## config.mk

```make
export PLATFORM = sky130hd
export DESIGN_NAME = cc_mac_neuron
export DESIGN_NICKNAME = d
export VERILOG_FILES = /design/src/rtl/cc_mac_neuron_pkg.sv /design/src/rtl/cc_mac_neuron_cmp.sv /design/src/rtl/cc_mac_neuron.sv
export SDC_FILE = /design/constraint.sdc
export NUM_CORES = 1
export LEC_CHECK = 0
export CORE_MARGIN = 2
export CORE_UTILIZATION = 54
export CTS_CLUSTER_SIZE = 30
export DETAILED_ROUTE_END_ITERATION = 16
export PLACE_DENSITY = 0.91
export RECOVER_POWER = 25
export SKIP_LAST_GASP = 1
export SYNTH_ARGS = -nofsm -noshare
export SYNTH_HDL_FRONTEND = slang
export SYNTH_SLANG_ARGS = --single-unit
```

## constraint.sdc

```tcl
create_clock -name CC_MAC_NEURON_CLOCK_50 -period 5.9 [get_ports CC_MAC_NEURON_CLOCK_50]
set_input_delay 1.475 -clock CC_MAC_NEURON_CLOCK_50 [delete_from_list [all_inputs] [get_ports CC_MAC_NEURON_CLOCK_50]]
set_output_delay 1.475 -clock CC_MAC_NEURON_CLOCK_50 [all_outputs]
set_load 0.01 [all_outputs]
```

## src/rtl/cc_mac_neuron_pkg.sv

```systemverilog
// cc_mac_neuron_pkg: shared FSM states, default parameters and accumulator sizing for the MAC neuron.
package cc_mac_neuron_pkg;
  typedef enum logic [1:0] {IDLE, ACCUM, COMPARE, DONE} state_t;
  localparam int DEF_DATAWIDTH = 8;
  localparam int DEF_INPUTS = 4;
  function automatic int acc_width(input int dw, input int n);
    return 2 * dw + $clog2(n);
  endfunction
endpackage

```

## src/rtl/cc_mac_neuron_cmp.sv

```systemverilog
// cc_mac_neuron_cmp: reduces the accumulator to operand width and compares against the threshold.
// CC_MAC_NEURON_SATURATE_EN selects clamping; otherwise the low bits are kept (modulo).
module cc_mac_neuron_cmp #(
  parameter int NUMBER_DATAWIDTH = 8,
  parameter int ACC_WIDTH = 18
) (
  input  logic [ACC_WIDTH-1:0] acc,
  input  logic [NUMBER_DATAWIDTH-1:0] t0,
  output logic ge
);
`ifdef CC_MAC_NEURON_SATURATE_EN
  localparam bit SAT = 1'b1;
`else
  localparam bit SAT = 1'b0;
`endif
  logic [NUMBER_DATAWIDTH-1:0] red;
  assign red = (SAT && |acc[ACC_WIDTH-1:NUMBER_DATAWIDTH]) ? '1 : acc[NUMBER_DATAWIDTH-1:0];
  assign ge = red >= t0;
endmodule

```

## src/rtl/cc_mac_neuron.sv

```systemverilog
// cc_mac_neuron: threshold neuron summing NUMBER_INPUTS unsigned x*w products, then y0 = reduced >= t0.
// Optional clamp on reduction via CC_MAC_NEURON_SATURATE_EN (see cc_mac_neuron_cmp).
module cc_mac_neuron
  import cc_mac_neuron_pkg::*;
#(
  parameter int NUMBER_DATAWIDTH = DEF_DATAWIDTH,
  parameter int NUMBER_INPUTS = DEF_INPUTS
) (
  input  logic CC_MAC_NEURON_CLOCK_50,
  input  logic CC_MAC_NEURON_RESET_InHigh,
  input  logic CC_MAC_NEURON_start_In,
  input  logic [NUMBER_DATAWIDTH-1:0] CC_MAC_NEURON_t0_InBUS,
  input  logic [NUMBER_DATAWIDTH-1:0] CC_MAC_NEURON_x_InBUS,
  input  logic [NUMBER_DATAWIDTH-1:0] CC_MAC_NEURON_w_InBUS,
  input  logic CC_MAC_NEURON_valid_In,
  output logic CC_MAC_NEURON_ready_Out,
  output logic CC_MAC_NEURON_y0_Out,
  output logic CC_MAC_NEURON_valid_Out,
  input  logic CC_MAC_NEURON_ready_In,
  output logic CC_MAC_NEURON_busy_Out
);
  localparam int ACC_WIDTH = acc_width(NUMBER_DATAWIDTH, NUMBER_INPUTS);
  localparam int CW = $clog2(NUMBER_INPUTS + 1);
  state_t state, state_n;
  logic [ACC_WIDTH-1:0] acc;
  logic [CW-1:0] cnt;
  logic [NUMBER_DATAWIDTH-1:0] t0;
  logic y0, ge, beat, last, go;
  assign go = state == IDLE && CC_MAC_NEURON_start_In;
  assign beat = state == ACCUM && CC_MAC_NEURON_valid_In;
  assign last = beat && cnt == CW'(NUMBER_INPUTS - 1);
  always_ff @(posedge CC_MAC_NEURON_CLOCK_50)
    state <= CC_MAC_NEURON_RESET_InHigh ? IDLE : state_n;
  always_comb begin
    state_n = state;
    state_n = go ? ACCUM :
              last ? COMPARE :
              state == COMPARE ? DONE :
              (state == DONE && CC_MAC_NEURON_ready_In) ? IDLE : state;
  end
  always_ff @(posedge CC_MAC_NEURON_CLOCK_50) begin
    if (CC_MAC_NEURON_RESET_InHigh) begin
      acc <= '0;
      cnt <= '0;
      t0 <= '0;
      y0 <= 1'b0;
    end else begin
      if (go) begin
        t0 <= CC_MAC_NEURON_t0_InBUS;
        acc <= '0;
        cnt <= '0;
      end
      if (beat) begin
        acc <= acc + ACC_WIDTH'(CC_MAC_NEURON_x_InBUS) * ACC_WIDTH'(CC_MAC_NEURON_w_InBUS);
        cnt <= cnt + CW'(1);
      end
      if (state == COMPARE) y0 <= ge;
    end
  end
  cc_mac_neuron_cmp #(
    .NUMBER_DATAWIDTH(NUMBER_DATAWIDTH),
    .ACC_WIDTH(ACC_WIDTH)
  ) u_cmp (
    .acc(acc),
    .t0(t0),
    .ge(ge)
  );
  assign CC_MAC_NEURON_ready_Out = state == ACCUM;
  assign CC_MAC_NEURON_valid_Out = state == DONE;
  assign CC_MAC_NEURON_busy_Out = state != IDLE;
  assign CC_MAC_NEURON_y0_Out = y0;
endmodule

```

==> impl_metrics.json <==
{
  "peakVddDrop_v": 0.000196,
  "power.internal_mw": 0.357,
  "finalClockSkew_ns": 0.00289,
  "start_util_pct": 56.4,
  "clock.fmax_ghz": 0.186,
  "gp_congestion": 0.883,
  "power_frac_seq_pct": 29.7,
  "grt_max_degree": 25,
  "critPathKind": "in -> reg",
  "cts-buffers-inserted": 3,
  "cts_buffer_depth": 2,
  "gr-total-overflow": 0,
  "critPathLaunchType": "primary input",
  "drt-total-wl_um": 4110,
  "hp-class": "reg -> reg",
  "tightest_slew_ns": 0.853,
  "cts_tree": "done",
  "synth_top_family_by_area": "adder cells",
  "min_period_over_period_pct": 91.1,
  "fin_total_pwr_mw": 0.565,
  "h-tree-depth": 1,
  "power.share.clock_pct": 19.0,
  "crit_chain": "clkdlybuf4s50_1 > nand2_1 > fa_1 > inv_1 > fa_1 > ha_1 > inv_1 > fa_1 > inv_1 > fa_1 > a21o_1 > a21oi_1 > xnor2_1 > or4_1 > nand3_1",
  "slowest_delay_ns": 0.63,
  "cp-end-kind": "register",
  "cts_sinks": 22,
  "drcViolationCount": 0,
  "grt_pass1_wl_um": 7330,
  "rsz0062_at_grt": "false",
  "crit_slowest_cell": "clkdlybuf4s50_1",
  "io_pins": 33,
  "status": "finished clean",
  "dpl.hpwl_um": 3490,
  "multiInputGateArea_um2": 1420,
  "fin_area_um2": 2480,
  "regArea_um2": 440,
  "drt-vias-per-instance": 5.14,
  "relSlewSlack_pct": 42.9,
  "hold_buffers": 0,
  "root_buffer": "clkbuf_8",
  "powerDensity_nw_per_um2": 228,
  "antenna_cells": 0,
  "postSynthAreaPerCell_um2": 8.13,
  "port-buffer-count": 32,
  "swShare_pct": 36.8,
  "drt_iter0_drc": 83,
  "critPathRequiredTime_ns": 6.10,
  "clk_pin_slew_ns": 0.08,
  "synthMuxAreaShare_pct": 0,
  "dieHeight_um": 65.9,
  "synthXorXnorAreaFrac_pct": 7.21,
  "dieArea_um2": 4340,
  "synth-compound-area-share_pct": 10.4,
  "combPwrFrac_pct": 51.3,
  "grt_pass1_vias": 1680,
  "dpl_cell_area_um2": 2430,
  "worstPathArrival_ns": 5.58,
  "post_cts_buffers": 0,
  "track_usage_pct": 21.7,
  "cts_resized": 0,
  "hold_viol": 0,
  "switching_power_mw": 0.208,
  "worst-path-max-fanout": 8,
  "drive_gt1_share_pct": 1.40,
  "clock_latency_ns": 0.26,
  "synthSimpleGateAreaFrac_pct": 17.4,
  "syn_area_um2": 2070,
  "final_nets": 360,
  "synth_fa_ha_area_share_pct": 33.8,
  "antenna_found_initial": 0,
  "synth-seq-area-share_pct": 21.3,
  "crit_path_frequent_cell": "fa_1",
  "synthesis.nets": 328,
  "rows": 22,
  "core_area_um2": 3660,
  "yosysWarningCount": 0,
  "wl_per_cell_um": 12.3,
  "slew_viol_final": 0,
  "netlist_instances": 254,
  "vias": 1712,
  "setup_tns_ns": 0,
  "setup_viol_count_final": 0,
  "die_w_um": 65.9,
  "leakage_nw": 1.16,
  "first_pass_iters": 4,
  "fillerInstances": 291,
  "min_period_ns": 5.38,
  "synth-seq-cells": 22,
  "syn2layout_area_growth_pct": 20.1,
  "cap_violations": 0,
  "ant_nets": 0,
  "yosysUniqueCellTypes": 23
}
-- path summary, 6_finish.rpt --
kind / slack [ns] / depth (start not counted) / start / endpoint
worst max-delay path: 0.52 / 15 / CC_MAC_NEURON_w_InBUS[0] / acc[7]$_SDFFE_PP0P_
worst min-delay path: 0.46 / 2 / t0[7]$_SDFFE_PP0P_ / t0[7]$_SDFFE_PP0P_
worst max register to register: 1.97 / 14 / acc[4]$_SDFFE_PP0P_ / acc[7]$_SDFFE_PP0P_
worst min register to register: 0.46 / 2 / t0[7]$_SDFFE_PP0P_ / t0[7]$_SDFFE_PP0P_
-- sequential cells by signal, indices dropped and copies added (netlist names) --
register,cells
acc,8
t0,8
cnt,3
state,2
CC_MAC_NEURON_y0_Out,1
-- cells by family after synthesis --
kind of cell,after synthesis
compound gates,34
fa+ha+maj,45
flops,22
buf+inv,54
xor+xnor,17
simple gates,82
-- cells in the final DEF, fill, tap and decap left out, drive strengths merged --
cell           instances
inv                   49
nand2                 43
clkdlybuf4s50         31
ha                    27
dfxtp                 22
nor2                  18
fa                    18
a21oi                 16
and2                  15
xnor2                 15
a22oi                  9
a21o                   4
clkbuf                 4
nand3                  3
xor2                   2
a211o                  1
or4                    1
nand3b                 1
nand2b                 1
a211oi                 1
o21ai                  1
o21a                   1
a311oi                 1
dlygate4sd3            1
-- power by group through the flow --
stage	sequential, mW	combinational (mW)	clock [mW]
5_1_grt	0.169	0.336	0.116
3_5_place_dp	0.171	0.292	0
4_1_cts	0.168	0.293	0.108
3_3_place_gp	0.171	0.275	0
6_report	0.168	0.290	0.107
2_1_floorplan	0.168	0.218	0
-- Yosys cell counts --
library cell   n  area (um2)
inv_1         49         184
nand2_1       43         161
ha_1          27         338
dfxtp_1       22         440
fa_1          18         360
nor2_1        18        67.6
a21oi_1       16        80.1
and2_1        15        93.8
xnor2_1       15         131
a22oi_1        9        67.6
a21o_1         4        30.0
clkbuf_1       4        15.0
nand3_1        3        15.0
xor2_1         2        17.5
a211o_1        1        8.76
a211oi_1       1        7.51
a311oi_1       1        8.76
buf_2          1        5.00
nand2b_1       1        6.26
nand3b_1       1        7.51
o21a_1         1        7.51
o21ai_1        1        5.00
or4_1          1        7.51
-- stage by stage --
step | cells | worst slack, ns | hold WS (ns) | utilization (%)
after global placement | 329 | 0.390 | 0.444 | 66.3
final | 333 | 0.522 | 0.458 | 67.8
after global routing | 333 | 0.322 | 0.471 | 67.8
after detailed placement | 329 | 0.237 | 0.447 | 66.3
after CTS | 333 | 0.507 | 0.457 | 67.8
after floorplan | 254 | 1.08 | 0.436 | -
-- cell type report --
| cell class | count | area share, % |
|---|---|---|
| multi-input cells | 178 | 57.3 |
| well taps | 48 | 2.42 |
| clock buffers | 4 | 2.22 |
| inverters | 49 | 7.41 |
| flip-flops and latches | 22 | 17.8 |
| repair buffers | 32 | 12.9 |
-- metal layers --
metal | track usage (%) | wire length [um]
met3 | 2.90 | 138
met5 | 0 | 0
met2 | 38.9 | 2120
met4 | 4.95 | 96
met1 | 27.5 | 1760
-- worst max-delay path: cells and delay by family --
family	cells	cell delay (ns)
xor gates and xnor gates	1	0.12
adders and majority gates	5	2.20
and+or+nand+nor	3	0.60
buffers and inverters	4	0.80
AOI/OAI and AO/OA	2	0.38
Note: power is estimated with default switching activity, not from simulation.
